### config.mk
export PLATFORM = sky130hd
export DESIGN_NAME = cbs_shaper_gate
export DESIGN_NICKNAME = d
export VERILOG_FILES = /design/src/rtl/cbs_shaper_gate.sv
export SDC_FILE = /design/constraint.sdc
export NUM_CORES = 1
export LEC_CHECK = 0
export BUFFER_PORTS_ARGS = -buffer_cell sky130_fd_sc_hd__buf_2
export CAP_MARGIN = 30
export CORE_MARGIN = 2
export CORE_UTILIZATION = 51
export DETAILED_ROUTE_END_ITERATION = 8
export HOLD_SLACK_MARGIN = 0.1
export PLACE_DENSITY = 0.88
export SLEW_MARGIN = 20
export SYNTH_ARGS = -nofsm -noshare
export SYNTH_HDL_FRONTEND = slang
export SYNTH_SLANG_ARGS = --single-unit
### constraint.sdc
create_clock -name clk -period 6.7 [get_ports clk]
set_input_delay 0.335 -clock clk [delete_from_list [all_inputs] [get_ports clk]]
set_output_delay 0.335 -clock clk [all_outputs]
set_load 0.02 [all_outputs]
### src/rtl/cbs_shaper_gate.sv
// AXI4-Stream credit-based shaper gate for one CBS class queue: zero-latency
// pass-through that holds back new frame starts while the 802.1Qav credit is negative.
module cbs_shaper_gate #(
  parameter int C_AXIS_TDATA_WIDTH = 8,
  parameter int C_AXIS_TKEEP_WIDTH = C_AXIS_TDATA_WIDTH / 8,
  parameter int CREDIT_WIDTH       = 32,
  parameter int SLOPE_WIDTH        = 16
) (
  input  logic                          clk,
  input  logic                          rstn,
  input  logic [C_AXIS_TDATA_WIDTH-1:0] s_axis_tdata,
  input  logic [C_AXIS_TKEEP_WIDTH-1:0] s_axis_tkeep,
  input  logic                          s_axis_tvalid,
  output logic                          s_axis_tready,
  input  logic                          s_axis_tlast,
  output logic [C_AXIS_TDATA_WIDTH-1:0] m_axis_tdata,
  output logic [C_AXIS_TKEEP_WIDTH-1:0] m_axis_tkeep,
  output logic                          m_axis_tvalid,
  input  logic                          m_axis_tready,
  output logic                          m_axis_tlast,
  input  logic                          shaper_en,
  input  logic [SLOPE_WIDTH-1:0]        idle_slope,
  input  logic [SLOPE_WIDTH-1:0]        send_slope,
  input  logic [CREDIT_WIDTH-1:0]       hi_credit,
  input  logic [CREDIT_WIDTH-1:0]       lo_credit,
  output logic [CREDIT_WIDTH-1:0]       credit,
  output logic                          credit_negative,
  output logic                          in_frame,
  output logic                          output_side_ready
);

  localparam int EW = CREDIT_WIDTH + 2;

  typedef enum logic {
    IDLE = 1'b0,
    SEND = 1'b1
  } state_e;

  state_e                         state_q, state_d;
  logic signed [CREDIT_WIDTH-1:0] credit_q, credit_d;

  logic                  allow;
  logic                  xfer;
  logic                  vld_gated;
  logic                  rdy_gated;
  logic signed [EW-1:0]  cred_x, idle_x, send_x, hi_x, lo_x, sum_x;

  assign m_axis_tdata      = s_axis_tdata;
  assign m_axis_tkeep      = s_axis_tkeep;
  assign m_axis_tlast      = s_axis_tlast;
  assign output_side_ready = m_axis_tready;

  // Gating looks only at the registered credit so a release lands one cycle after credit >= 0.
  assign allow     = ~shaper_en | ~credit_q[CREDIT_WIDTH-1];
  assign vld_gated = (state_q == SEND) ? s_axis_tvalid : (s_axis_tvalid & allow);
  assign rdy_gated = (state_q == SEND) ? m_axis_tready : (m_axis_tready & allow);

  assign m_axis_tvalid = rstn & vld_gated;
  assign s_axis_tready = rstn & rdy_gated;
  assign xfer          = m_axis_tvalid & m_axis_tready;

  assign cred_x = {{2{credit_q[CREDIT_WIDTH-1]}}, credit_q};
  assign idle_x = {{(EW - SLOPE_WIDTH){1'b0}}, idle_slope};
  assign send_x = {{(EW - SLOPE_WIDTH){1'b0}}, send_slope};
  assign hi_x   = {{2{hi_credit[CREDIT_WIDTH-1]}}, hi_credit};
  assign lo_x   = {{2{lo_credit[CREDIT_WIDTH-1]}}, lo_credit};

  always_comb begin
    sum_x = cred_x;
    if (!shaper_en) begin
      sum_x = '0;
    end else if (xfer) begin
      sum_x = cred_x + idle_x - send_x;
    end else if ((state_q == SEND) || s_axis_tvalid) begin
      sum_x = cred_x + idle_x;
    end else if (cred_x > 0) begin
      sum_x = '0;
    end else if (cred_x < 0) begin
      sum_x = cred_x + idle_x;
      if (sum_x > 0) begin
        sum_x = '0;
      end
    end

    if (sum_x > hi_x) begin
      credit_d = hi_credit;
    end else if (sum_x < lo_x) begin
      credit_d = lo_credit;
    end else begin
      credit_d = sum_x[CREDIT_WIDTH-1:0];
    end
  end

  always_comb begin
    state_d = state_q;
    case (state_q)
      IDLE:    if (xfer && !s_axis_tlast) state_d = SEND;
      SEND:    if (xfer && s_axis_tlast)  state_d = IDLE;
      default: state_d = IDLE;
    endcase
  end

  always_ff @(posedge clk or negedge rstn) begin
    if (!rstn) begin
      state_q  <= IDLE;
      credit_q <= '0;
    end else begin
      state_q  <= state_d;
      credit_q <= credit_d;
    end
  end

  assign credit          = credit_q;
  assign credit_negative = credit_q[CREDIT_WIDTH-1];
  assign in_frame        = (state_q == SEND);

endmodule

==> impl_metrics.yaml <==
routing:
  ant_nets: 0
  drt_iter0_markers: 1016
  dr.pass1.iters: 6
  via_per_inst: 6.66
  wl_per_cell_um: 22.4
  num_vias: 8069
  routed_wl_um: 27100
  drc: 0
logic_synthesis:
  synth_cell_types: 74
  synth_seq_cells: 33
  synthFlopType: "dfrtp_1"
  netlist_top_cells_area: "ha_1, dfrtp_1, mux2i_1"
  syn_inst: 858
  yosys.area.top_type: "ha_1"
  postSynthAreaPerCell_um2: 7.79
  seq_area_frac_synth_pct: 12.4
  synth_nets: 1071
  synth_area_um2: 6680
  yosysWarnings: 0
  synth_edf_count: 0
  yosysTopAreaCellShare_pct: 18.7
  async_flop_share_pct: 100
place:
  pre_cts_ws_ns: -0.273
  placed_cells: 1186
  dp_hpwl_um: 18400
  routabilityCongestion: 0.984
  placed_cell_area_um2: 7760
  io_buffers: 139
worst_setup_path:
  reg2regPathDepth: 32
  critPathMaxStageDelay_ns: 0.51
  critical_path_class: "register to register"
  worstPathArrival_ns: 7.34
  cp-start-kind: "register"
  cp_slowest_cell: "or4_4"
  critPathRequiredTime_ns: 6.85
  crit_fanout: 8
  worstSetupEndpointType: "register"
  cpMostUsedCell: "a21oi_2"
clock_tree:
  h-tree-depth: 2
  clkTransAtPathRegs_ns: 0.06
  ctsRootBufferMaster: "clkbuf_16"
  cts.sinks: 33
  clockBufferDepth: 2
  cts_buffers: 5
  cts_hold_buf: 0
  cts_tree: "built"
  insertion_delay_ns: 0.29
power:
  power.density_nw_per_um2: 608
  p_switching_mw: 2.74
  finalPower_mw: 5.11
  total_leakage_power_nw: 4.43
  switching_share_pct: 53.7
  p_seq_share_pct: 10.2
  p_clk_share_pct: 4.7
  vdd_drop_max_mv: 0.244
  internal-power_mw: 2.36
  combPwrFrac_pct: 85.2
run_status:
  status: "complete, but fails checks"
  violations: "setup timing"
cells_and_area:
  post-route-util_pct: 66.0
  largest_reg_flops: 32
  fin_cells: 1211
  drive_above_1_share_pct: 27.2
  area_growth_syn_to_layout_pct: 25.6
  nNetsFinal: 1250
  nFillCells: 1002
  final_area_um2: 8400
sta:
  min_period_ns: 7.19
  setup_tns_ns: -11.88
  fin_crit_sh_pct: 107
  slew_headroom_pct: 42.2
  drv_slew: 0
  setup_viol: 32
  setup_ws_ns: -0.488
  whs_ns: 0.147
  rsz0062_at_grt: "true"
  worstMarginPinSlew_ns: 0.867
  finalHoldViolCount: 0
  fmax_ghz: 0.139
  finClkSkew_ns: 0.00974
die:
  die_y_um: 118
  pin_count: 158
  core_um2: 12700
  die_area_um2: 14000
  die_w_um: 118
  rows: 41
  start_util_pct: 52.5
flow_run:
  drv_cap: 0
global_route:
  grt_antenna_before_repair: 1
  grt_max_degree: 36
  grt_pass1_wl_um: 38200
  grt_overflow: 0
  grt_util_all_layers_pct: 33.7
  grt_pass1_vias: 7449
hold_path:
  min_path_type: "input pin to async pin"
kinds of logic (layout without fill, tap and decap cells):
| logic type | after synthesis | in the layout | share of synthesized area [%] |
|---|---|---|---|
| AO/OA/AOI/OAI | 226 | 227 | 23.7 |
| XOR/XNOR | 39 | 39 | 5.11 |
| flip-flops | 33 | 33 | 12.4 |
| other | 0 | 1 | 0 |
| AND/OR/NAND/NOR | 249 | 249 | 19.6 |
| adder cells (fa/ha/maj) | 102 | 102 | 19.3 |
| multiplexers | 65 | 65 | 9.81 |
| buffers and inverters | 144 | 323 | 10.1 |
cells in the mapped netlist (13+ instances only):
library cell,count
xor2_1,13
ha_1,100
a21oi_1,52
inv_1,102
buf_4,14
xnor2_1,26
dfrtp_1,33
nor4_1,14
a21o_1,30
nand4_1,29
nor3_1,15
nand2_1,58
nor2_1,44
nand3_1,21
o21ai_0,37
mux2i_1,64
worst max-delay path: cells and delay by family, from the launching register on:
kind	cells	cell delay [ns]
simple gates	7	1.42
flops	1	0.42
mux	2	0.43
compound gates	15	2.96
fa+ha+maj	4	1.16
buf+inv	3	0.42
xor+xnor	1	0.23
final timing paths:
kind	start	to	slack (ns)
worst max-delay path	credit[0]	credit[9]	-0.49
min in group clk	s_axis_tlast	register	0.29
worst min register to register	register	register	0.59
worst min-delay path	rstn	credit[26]	0.15
max in group asynchronous	rstn	credit[7]	5.99
worst max register to register	credit[0]	credit[9]	-0.49
power by group through the flow:
stage               registers [mW]  clock network (mW)  logic, mW
global route                 0.524               0.242       4.59
finish                       0.520               0.238       4.35
detailed placement           0.500                   0       3.59
CTS                          0.497               0.224       3.86
global placement             0.499                   0       3.48
floorplan                    0.520                   0       2.49
cell usage in the layout (no fill, tap or decap), types with 21 or more instances in the layout:
| master | n |
|---|---|
| buf_2 | 139 |
| nand2_1 | 58 |
| a21oi_1 | 47 |
| ha_1 | 98 |
| nand3_1 | 21 |
| xnor2_1 | 23 |
| inv_1 | 101 |
| mux2i_1 | 50 |
| nand4_1 | 29 |
| o21ai_0 | 28 |
| nor2_1 | 42 |
| a21o_1 | 30 |
| buf_4 | 58 |
| dfrtp_1 | 33 |
layout make-up:
class	count	area [µm²]	area share (%)
sequential	33	826	9.83
inverter	103	387	4.60
tap	172	215	2.56
timing repair buffer	212	1400	16.6
clock buffer	6	129	1.53
multi-input combinational	682	5430	64.7
clock inverter	2	10.0	0.119
antenna	1	2.50	0.0298
repair_timing:
item | 4_1_cts | 5_1_grt
cloned | 3 | 3
resized for setup | 29 | 47
pin swaps | 13 | 26
hold endpoints to repair | 0 | 0
buffers inserted | 7 | 3
endpoints found under the setup margin | 32 | 32
layer usage:
metal / track usage, % / vias to the layer above / share of wire [%]
li1: - / 3505 / -
met1: 43.4 / 3647 / 36
met2: 55.9 / 722 / 43
met3: 4.49 / 195 / 13
met4: 15.3 / 0 / 7.3
met5: 0 / - / 0
No activity file was read; power rests on OpenSTA's default activity.
